`src/rtl/ssd_display_scheduler.sv`:
```
// ssd_display_scheduler: round-robin sharing of the two-digit display with a minimum dwell per value
module ssd_display_scheduler #(
   parameter int DWELL_CYCLES = 125_000_000,
   parameter int CNT_W        = 27
) (
   input  logic       i_clock_125MHz,
   input  logic       i_reset,
   input  logic       i_req0_valid,
   input  logic [7:0] i_req0_data,
   output logic       o_req0_ready,
   input  logic       i_req1_valid,
   input  logic [7:0] i_req1_data,
   output logic       o_req1_ready,
   input  logic       i_freeze,
   output logic [7:0] o_data,
   output logic       o_owner,
   output logic       o_busy
);
   typedef enum logic {IDLE, SHOW} state_t;
   localparam logic [CNT_W-1:0] LOAD = CNT_W'(DWELL_CYCLES - 1);
   state_t           state;
   logic [CNT_W-1:0] count;
   logic             last_grant;
   logic             open;
   // grant the lone valid requester, or on a tie the one not granted last time
   always_comb begin
      open         = state == IDLE && !i_freeze && !i_reset;
      o_req0_ready = open && i_req0_valid && (!i_req1_valid || last_grant);
      o_req1_ready = open && i_req1_valid && !(i_req0_valid && last_grant);
   end
   // accept one value, then hold it for the dwell window; freeze pauses everything
   always_ff @(posedge i_clock_125MHz or posedge i_reset) begin
      if (i_reset) begin
         state      <= IDLE;
         count      <= '0;
         last_grant <= 1'b1;
         o_data     <= 8'h00;
         o_owner    <= 1'b0;
         o_busy     <= 1'b0;
      end else if (state == IDLE) begin
         if (o_req0_ready || o_req1_ready) begin
            o_data     <= o_req1_ready ? i_req1_data : i_req0_data;
            o_owner    <= o_req1_ready;
            last_grant <= o_req1_ready;
            count      <= LOAD;
            state      <= SHOW;
            o_busy     <= 1'b1;
         end
      end else if (!i_freeze) begin
         if (count == '0) begin
            state  <= IDLE;
            o_busy <= 1'b0;
         end else begin
            count <= count - CNT_W'(1);
         end
      end
   end
endmodule

```
`config.mk`:
```
export PLATFORM = sky130hd
export DESIGN_NAME = ssd_display_scheduler
export DESIGN_NICKNAME = d
export VERILOG_FILES = /design/src/rtl/ssd_display_scheduler.sv
export SDC_FILE = /design/constraint.sdc
export NUM_CORES = 1
export LEC_CHECK = 0
export ABC_AREA = 0
export ABC_CLOCK_PERIOD_IN_PS = 2200
export BUFFER_PORTS_ARGS = -buffer_cell sky130_fd_sc_hd__buf_4
export CAP_MARGIN = 30
export CORE_ASPECT_RATIO = 0.8
export CORE_UTILIZATION = 25
export CTS_CLUSTER_DIAMETER = 120
export DETAILED_ROUTE_END_ITERATION = 16
export PLACE_DENSITY_LB_ADDON = 0.25
export SKIP_LAST_GASP = 1
export SLEW_MARGIN = 20
export SYNTH_ARGS = -nofsm -noshare
export SYNTH_HDL_FRONTEND = slang
export SYNTH_SLANG_ARGS = --single-unit
```
`constraint.sdc`:
```
create_clock -name i_clock_125MHz -period 2.2 [get_ports i_clock_125MHz]
set_input_delay 0.11 -clock i_clock_125MHz [delete_from_list [all_inputs] [get_ports i_clock_125MHz]]
set_output_delay 0.11 -clock i_clock_125MHz [all_outputs]
set_load 0.01 [all_outputs]
```
==> summary.md, run 1 <==
| Metric | Value |
|---|---|
| Minimum clock period after layout | `2270 ps` |
| H-tree depth | `2` |
| #FFs+latches synth | `39` |
| Crit end category | `flop` |
| Clock Skews | `8.85 ps` |
| Total Die Area | `8440 sq um` |
| DRC | `0` |
| Setup crit start | `count[3]$_DFFE_PP0P_` |
| Via count | `1878` |
| Worst VDD drop | `0.462 mV` |
| Final GP Congestion | `0.786` |
| R2r endpoint | `count[5]$_DFFE_PP0P_` |
| Final slew viol count | `0` |
| Pin count of the biggest net entering global routing | `40` |
| Fill count | `753` |
| Area grow syn2layout | `42.4%` |
| CTS buffer count | `5` |
| CP Data Required Time | `2380 ps` |
| CP Class | `reg2reg` |
| Initial core utilization | `26.6%` |
| Outcome | `finished, violations left` |
| Antenna Nets Post-Route | `0` |
| DIE WIDTH | `102 microns` |
| Ys flop type | `dfrtp_1` |
| Worst-Skew Late Latency | `300 ps` |
| PD cells | `864 nW/um^2` |
| Asr flop ratio synth | `100%` |
| CP Capture Point | `count[5]$_DFFE_PP0P_` |
| Max frequency | `441 MHz` |
| R2r setup slk | `-70 ps` |
| Worst Hold Class | `in2reg` |
| I/O pin cnt | `33` |
| Avg Inst Size Synth | `9.31 sq um` |
| Crit path max fanout | `8` |
| Slew @ Worst Pin | `545 ps` |
| Hold Fails Final Rpt | `0` |
| Total GRT Usage | `14.2%` |
| Vias in the first global route | `1837` |
| Ant. Diodes | `0` |
| Register area share after synthesis | `48.4%` |
| R2R Path Start | `count[3]$_DFFE_PP0P_` |
| Maxcap violations | `0` |
| CTS root buf | `clkbuf_8` |
| # rows | `28` |
| Core Area | `7600 sq um` |
| RSZ-0062 raised after global routing | `true` |
| Avg WL per Cell | `13.6 microns` |
| CTS tree | `built` |
| Share of layout cells above drive strength 1 | `35.1%` |
| First-pass GRT wire length | `9110 microns` |
| Post-synth EDFFs | `0` |
| Clk pin slew, worst setup/hold paths | `80 ps` |
| Rel. slew slack | `63.6%` |
| Port bufs | `32` |
| Mapped Cells | `217` |
| Total gr overflow | `0` |
| Final worst slack | `-69.4 ps` |
| Syn Nets | `239` |
| NumNets Final | `309` |
| Clock Path Buffers | `2` |
| Setup Viol. Count Final | `13` |
| Clock Sinks | `39` |
| Final period util | `103%` |
| HPWL after DPL | `3830 microns` |
| Total wire length | `5360 microns` |
| DR iter-0 viols | `115` |
| FF-to-FF path depth | `5` |
| Leakage | `1.22 nW` |
| Pre-antenna DRT Iters | `4` |
| Failing checks | `negative setup slack` |
| Setup TNS Final | `-413 ps` |
| Post-layout util | `37.8%` |
| Worst Setup Start Kind | `flop` |
| Die Y | `82.4 microns` |
| Cell Area, Synth | `2020 sq um` |
| Arrival time worst endpoint | `2450 ps` |
| DR vias/cell | `4.78` |
| Initial antenna violation count | `0` |
| Yosys Warn Count | `0` |
| Post-synth cell types | `39` |
[worst min path at each step]
stage          slack, ps                     to            from  cells past startpoint
3_3_place_gp         290        state$_DFF_PP0_         i_reset                      3
4_1_cts               60  o_data[5]$_DFFE_PP0P_  i_req0_data[5]                      3
2_1_floorplan        250        state$_DFF_PP0_        i_freeze                      2
3_5_place_dp         290        state$_DFF_PP0_         i_reset                      3
6_report              60  o_data[5]$_DFFE_PP0P_  i_req0_data[5]                      3
5_1_grt               60  o_data[5]$_DFFE_PP0P_  i_req0_data[5]                      3
[through the flow]
step	worst slack (ps)	hold WS [ps]	total power, mW	instance area, sq um	std cells
after global routing	-162	62.8	2.66	2880	393
after global placement	-117	291	1.81	2610	381
after detailed placement	-112	291	1.82	2610	381
final	-69.4	62.4	2.49	2880	393
after floorplan	-146	251	1.45	2030	217
after CTS	-47.4	56.2	2.48	2800	391
[cells in the final DEF (no fill, tap or decap), types with 6 or more instances in the layout]
cell	instances
buf_4	68
dfrtp_1	38
nand2_1	34
nor2_1	20
a31oi_1	11
xor2_1	10
nor3_1	7
nand3_1	7
or3_1	6
o31ai_1	6
clkbuf_8	6
[state kept, by name (all words and copies together) (netlist names)]
register    count
state           1
count          27
o_data          8
o_owner         1
o_busy          1
last_grant      1
[report_power, final]
part / switching [mW] / leakage, nW / total [mW] / internal [mW]
clock network: 0.269 / 0.0612 / 0.636 / 0.367
logic: 0.382 / 0.715 / 0.778 / 0.396
registers: 0.148 / 0.443 / 1.07 / 0.924
[routing by layer]
| metal | track usage (%) | up-vias | routed length [microns] |
|---|---|---|---|
| li1 | - | 935 | - |
| met3 | 3.70 | 3 | 260 |
| met4 | 2.57 | 0 | 27 |
| met5 | 0 | - | 0 |
| met2 | 19.5 | 46 | 2130 |
| met1 | 21.9 | 894 | 2950 |
[timing repair]
action / in CTS / in global routing
buffers inserted: 1 / 1
resized for setup: 10 / 12
hold buffers: 1 / 0
pin swaps: 3 / 10
cloned: 0 / 1
endpoints found under the hold margin: 38 / 0
endpoints found under the setup margin: 18 / 24
[cell usage after synthesis (3+ instances only)]
cell type  count  area (sq um)
o21ai_0        3          15.0
nor4_1         6          37.5
nor2_1        20          75.1
o21ai_1        4          20.0
or4_1          5          37.5
dfrtp_1       38           951
a21oi_1        4          20.0
nand2_1       34           128
xor2_1        10          87.6
o211ai_1       5          37.5
a31oi_1       11          68.8
nand3_1        7          35.0
nand4_1        3          18.8
nand2b_1       3          18.8
o31ai_1        7          52.6
o2111ai_1      4          35.0
or2_2          3          18.8
clkbuf_1       6          22.5
nor3_1         9          45.0
or3_1          6          37.5
inv_1          5          18.8
[cell type report]
cell class	instances	area (sq um)	area share, %
Clock buffer	6	82.6	2.87
Tap cell	105	131	4.57
Multi-Input combinational cell	164	1080	37.7
Timing Repair Buffer	71	543	18.9
Sequential cell	39	977	34.0
Inverter	6	22.5	0.783
Clock inverter	2	35.0	1.22
[logic make-up after synthesis]
kind of cell	count (synthesis)	synth area share [%]
compound gates	47	16.7
fa+ha+maj	1	0.619
flops	39	48.4
mux	1	0.496
simple gates	103	25.5
xor+xnor	11	4.77
buf+inv	15	3.59
[critical path, cell delays in order, from the launching register on]
cell	delay, ps
dfrtp_1	390
or4_4	580
or4_4	650
o21a_2	290
a211oi_2	180
a31oi_1	60
(Power assumes the default switching activity.)
==> run 2: changes to the inputs <==
ABC_CLOCK_PERIOD_IN_PS = 2400   (was 2200)
SKIP_CTS_REPAIR_TIMING = 1   (was default)
clock period = 2.4 ns   (was 2.2 ns; I/O delays follow)
==> run 2 against run 1 <==
Net effect:
- the run ends with negative hold slack left
- first-iteration DRC count increased by 33%
- register-to-register slack improved by 130 ps
- worst hold slack got worse by 100 ps
- sequential share of layout area increased by 3.0 points
- via count decreased by 3.7%
- highest routed layer unchanged
- non-clock buffer count decreased by 17
- power decreased by 15%
- fmax decreased by 2.9%
- routed wire length decreased by 7.6%
- clock power decreased by 23%
- sequential power decreased by 7%
- largest cell class unchanged
- worst setup slack improved by 130 ps
==> summary.md, run 2 (synthesis gave the netlist of run 1 again) <==
| Metric | Value |
|---|---|
| Outcome | `finished, violations left` |
| Failing checks | `negative hold slack` |
| Share of layout cells above drive strength 1 | `27.0%` |
| Clock Sinks | `39` |
| Pin count of the biggest net entering global routing | `23` |
| Final GP Congestion | `0.744` |
| Worst Hold Class | `in2async` |
| Arrival time worst endpoint | `2520 ps` |
| Minimum clock period after layout | `2340 ps` |
| Leakage | `1.10 nW` |
| Max frequency | `428 MHz` |
| CTS tree | `built` |
| Reg with most FFs | `count` |
| Cell family with most CP delay | `simple AND/OR/NAND/NOR gates` |
| R2r setup slk | `60 ps` |
| Critical path, cell by cell | `or4_4, or4_4, buf_4, o21ai_1, xor2_1, nand2_1` |
| Port bufs | `32` |
| DR iter-0 viols | `153` |
| Initial antenna violation count | `0` |
| RSZ-0062 raised after global routing | `true` |
| Core Area | `7600 sq um` |
| Worst Setup Start Kind | `flop` |
| Worst VDD drop | `0.423 mV` |
| HPWL after DPL | `3600 microns` |
| Final slew viol count | `0` |
| CTS buffer count | `5` |
| Hold Fails Final Rpt | `17` |
| I/O pin cnt | `33` |
| M3 GR Usage | `3.45%` |
| CTS root buf | `clkbuf_8` |
| Commonest non-fill, non-tap cell in the layout | `buf_4` |
| Area grow syn2layout | `31.0%` |
| Pre-CTS WS | `38.9 ps` |
| Layer with the highest usage | `met1` |
| Ant. Diodes | `0` |
| Seq pwr share | `47.2%` |
| Critical Path Max Stage Delay | `580 ps` |
| DIE WIDTH | `102 microns` |
| Worst-Skew Late Latency | `290 ps` |
| Final worst slack | `62.7 ps` |
| Top flop regs | `count x27, o_data x8` |
| CP most frequent cell | `or4_4` |
| Slew @ Worst Pin | `735 ps` |
| Setup Viol. Count Final | `0` |
| Combinational power share | `29.4%` |
| Maxcap violations | `0` |
| CP bufs+invs | `1` |
| Clock Skews | `14.5 ps` |
| Initial core utilization | `26.6%` |
| First-pass GRT wire length | `8470 microns` |
| Antenna Nets Post-Route | `0` |
| DRC | `0` |
| Largest register FFs | `27` |
| Final period util | `97.4%` |
| PD cells | `795 nW/um^2` |
| Clock Path Buffers | `2` |
| Avg WL per Cell | `13.2 microns` |
| # rows | `28` |
| Met1 usage | `19.1%` |
| Rel. slew slack | `50.9%` |
| Crit end category | `flop` |
| Via count | `1808` |
| Total GRT Usage | `13.2%` |
| Total Die Area | `8440 sq um` |
| Slowest CP cell | `or4_4` |
| Clk pin slew, worst setup/hold paths | `90 ps` |
| Final hold slack | `-39.8 ps` |
| Int Power | `1.42 mW` |
| Vias in the first global route | `1653` |
| H-tree depth | `2` |
| Die Y | `82.4 microns` |
| Clock share of power | `23.4%` |
| Total wire length | `4960 microns` |
| Crit path max fanout | `5` |
| NumNets Final | `291` |
| Sw Pwr | `0.681 mW` |
| Switch share | `32.4%` |
| Pre-antenna DRT Iters | `4` |
| Met2 usage | `19.0%` |
| Most frequent cells in the layout | `buf_4 (53), dfrtp_1 (38), nand2_1 (34)` |
| CP Data Required Time | `2580 ps` |
| Total gr overflow | `0` |
| Fill count | `794` |
| CP Class | `reg2reg` |
| DR vias/cell | `4.82` |
[run 2: worst paths after layout]
| path | depth (start not counted) | end | start |
|---|---|---|---|
| max in group asynchronous | 3 | last_grant$_DFFE_PP1P_ | i_reset |
| min | 2 | count[7]$_DFFE_PP0P_ | i_reset |
| min in group i_clock_125MHz | 3 | o_data[1]$_DFFE_PP0P_ | i_req0_data[1] |
| max reg2reg | 6 | count[3]$_DFFE_PP0P_ | count[11]$_DFFE_PP0P_ |
| min reg2reg | 2 | last_grant$_DFFE_PP1P_ | last_grant$_DFFE_PP1P_ |
| max | 6 | count[3]$_DFFE_PP0P_ | count[11]$_DFFE_PP0P_ |
[run 2: stage by stage]
step	TNS, ps	power (mW)	instances	util, %	area [sq um]
2_1_floorplan	0	1.33	217	-	2020
3_3_place_gp	0	1.62	365	32.9	2500
3_5_place_dp	0	1.62	365	32.9	2500
4_1_cts	0	2.13	373	34.2	2600
5_1_grt	-2.07	2.27	375	34.8	2650
6_report	0	2.10	375	34.8	2650
[run 2: power by group through the flow]
stage	Clock (mW)	Sequential [mW]	Combinational [mW]
after floorplan	0	1.02	0.308
after global placement	0	0.999	0.618
after detailed placement	0	0.999	0.620
after CTS	0.514	0.992	0.620
after global routing	0.542	1.02	0.707
final	0.492	0.993	0.619
[run 2: cell type report]
type	instances	area, sq um	area share, %
Multi-Input combinational cell	163	997	37.7
Sequential cell	39	977	36.9
Timing Repair Buffer	54	418	15.8
Tap cell	105	131	4.96
Clock buffer	8	100	3.78
Inverter	6	22.5	0.851
[run 2: per-layer routing]
| layer | up-vias | wire length (microns) | share of wire [%] |
|---|---|---|---|
| li1 | 898 | - | - |
| met1 | 848 | 2570 | 52 |
| met2 | 58 | 2060 | 42 |
| met3 | 4 | 283 | 5.7 |
| met4 | 0 | 39 | 0.79 |
| met5 | - | 0 | 0 |
==> run 3: changes to the inputs <==
BUFFER_PORTS_ARGS = -buffer_cell sky130_fd_sc_hd__buf_2   (was -buffer_cell sky130_fd_sc_hd__buf_4)
REMOVE_ABC_BUFFERS = 1   (was default)
==> run 3 against run 2 <==
Net effect:
- the flow now finishes without violations
- cell count rose by 0.27%
- utilization shrank 1.5 points
- via count fell by 1.2%
- clock skew shrank 9.9 ps
- critical endpoint is now count[14]$_DFFE_PP0P_
- sequential cell count did not move
- die area stayed put
- combinational power fell by 6.3%
- routed wire length up 0.56%
==> summary.md, run 3 (synthesis gave the netlist of run 1 again) <==
| Metric | Value |
|---|---|
| Core Area | `7600 sq um` |
| Leakage | `1.05 nW` |
| Worst VDD drop | `0.368 mV` |
| DR iter-0 viols | `75` |
| Worst Hold Depth | `3` |
| CTS root buf | `clkbuf_8` |
| CP bufs+invs | `1` |
| Commonest non-fill, non-tap cell in the layout | `dfrtp_1` |
| HPWL after DPL | `3570 microns` |
| Worst Setup Start Kind | `flop` |
| FF-to-FF path depth | `6` |
| Area grow syn2layout | `25.5%` |
| Pin count of the biggest net entering global routing | `37` |
| Design area | `2530 sq um` |
| Crit path max fanout | `6` |
| Pwr Total | `2.00 mW` |
| Maxcap violations | `0` |
| CP Data Required Time | `2580 ps` |
| H-tree depth | `2` |
| NumNets Final | `292` |
| Clock Skews | `4.68 ps` |
| Slew @ Worst Pin | `539 ps` |
| Placed cell areas | `2430 sq um` |
| Share of layout cells above drive strength 1 | `26.6%` |
| Reg with most FFs | `count` |
| Final hold slack | `72.5 ps` |
| I/O pin cnt | `33` |
| Total gr overflow | `0` |
| Final period util | `95.9%` |
| Crit end category | `flop` |
| Pre-antenna DRT Iters | `4` |
| Final worst slack | `99.1 ps` |
| PD cells | `788 nW/um^2` |
| Final slew viol count | `0` |
| Via count | `1786` |
| Clock Sinks | `39` |
| Outcome | `finished, final reports clean` |
| Critical Path Max Stage Delay | `600 ps` |
| Worst Hold Class | `in2reg` |
| Critical path, cell by cell | `or4_1, or4_4, buf_4, o2111ai_1, xor2_1, nand2_1` |
| Ant. Diodes | `0` |
| Total Die Area | `8440 sq um` |
| Cell family with most CP delay | `simple AND/OR/NAND/NOR gates` |
| Total GRT Usage | `13.1%` |
| R2r setup slk | `100 ps` |
| Largest register FFs | `27` |
| Max frequency | `435 MHz` |
| DRC | `0` |
| Clk pin slew, worst setup/hold paths | `80 ps` |
| Top flop regs | `count x27, o_data x8` |
| First-pass GRT wire length | `8400 microns` |
| Pre-CTS WS | `76.4 ps` |
| HP Start | `i_req0_data[2]` |
| Post-layout util | `33.3%` |
| RSZ-0062 raised after global routing | `false` |
| Total wire length | `4990 microns` |
| Minimum clock period after layout | `2300 ps` |
| Hold Fails Final Rpt | `0` |
| R2r endpoint | `count[14]$_DFFE_PP0P_` |
| CTS tree | `built` |
| Final Non-Filler Cells | `376` |
| Final GP Congestion | `0.764` |
| DR vias/cell | `4.75` |
| Setup TNS Final | `0 ps` |
| Slowest CP cell | `or4_4` |
| Avg WL per Cell | `13.3 microns` |
| # rows | `28` |
| Die Y | `82.4 microns` |
| Rel. slew slack | `64.1%` |
| Worst Hold End | `o_data[2]$_DFFE_PP0P_` |
| Initial antenna violation count | `0` |
| Most frequent cells in the layout | `dfrtp_1 (38), nand2_1 (34), buf_2 (32)` |
| Vias in the first global route | `1715` |
| Clock Path Buffers | `2` |
| R2R Path Start | `count[11]$_DFFE_PP0P_` |
| Setup Viol. Count Final | `0` |
| Arrival time worst endpoint | `2480 ps` |
| Placed Cells | `367` |
| Initial core utilization | `26.6%` |
| Worst-Skew Late Latency | `290 ps` |
| CP Class | `reg2reg` |
| DIE WIDTH | `102 microns` |
| CTS buffer count | `5` |
| Antenna Nets Post-Route | `0` |
| Port bufs | `32` |
==> run 3: final cells by class <==
type	instances	area, sq um
multi-input cells	163	986
inverters	6	22.5
clock inverters	1	5.00
clock buffers	7	76.3
well taps	105	131
fillers	829	5070
flip-flops and latches	39	977
repair buffers	55	335
==> run 3: how the worst max path moves through the flow <==
stage                          start                     to  slack (ps)  depth (start not counted)
2_1_floorplan  count[11]$_DFFE_PP0P_  count[12]$_DFFE_PP0P_          70                          5
3_3_place_gp   count[11]$_DFFE_PP0P_   count[5]$_DFFE_PP0P_          70                          5
3_5_place_dp   count[11]$_DFFE_PP0P_   count[5]$_DFFE_PP0P_          80                          5
4_1_cts        count[11]$_DFFE_PP0P_   count[5]$_DFFE_PP0P_          50                          5
5_1_grt        count[11]$_DFFE_PP0P_   count[5]$_DFFE_PP0P_           9                          5
6_report       count[11]$_DFFE_PP0P_  count[14]$_DFFE_PP0P_         100                          6
==> run 3: report_power, final <==
group / internal, mW / switching, mW / total, mW / leakage [nW]
combinational: 0.267 / 0.313 / 0.580 / 0.569
clock: 0.204 / 0.228 / 0.432 / 0.0422
sequential: 0.847 / 0.137 / 0.984 / 0.443
total: 1.32 / 0.678 / 2.00 / 1.05
==> run 3: routing by layer <==
metal	vias to the layer above	global-route usage (%)	routed length, microns
li1	902	-	-
met5	-	0	0
met3	3	3.28	248
met1	836	19.5	2700
met4	0	3.43	30
met2	45	18.6	2010
==> run 3: worst min-delay path: cells and delay by family <==
kind / cells / cell delay, ps
AOI/OAI and AO/OA: 1 / 70
and+or+nand+nor: 1 / 40
buffers and inverters: 1 / 100
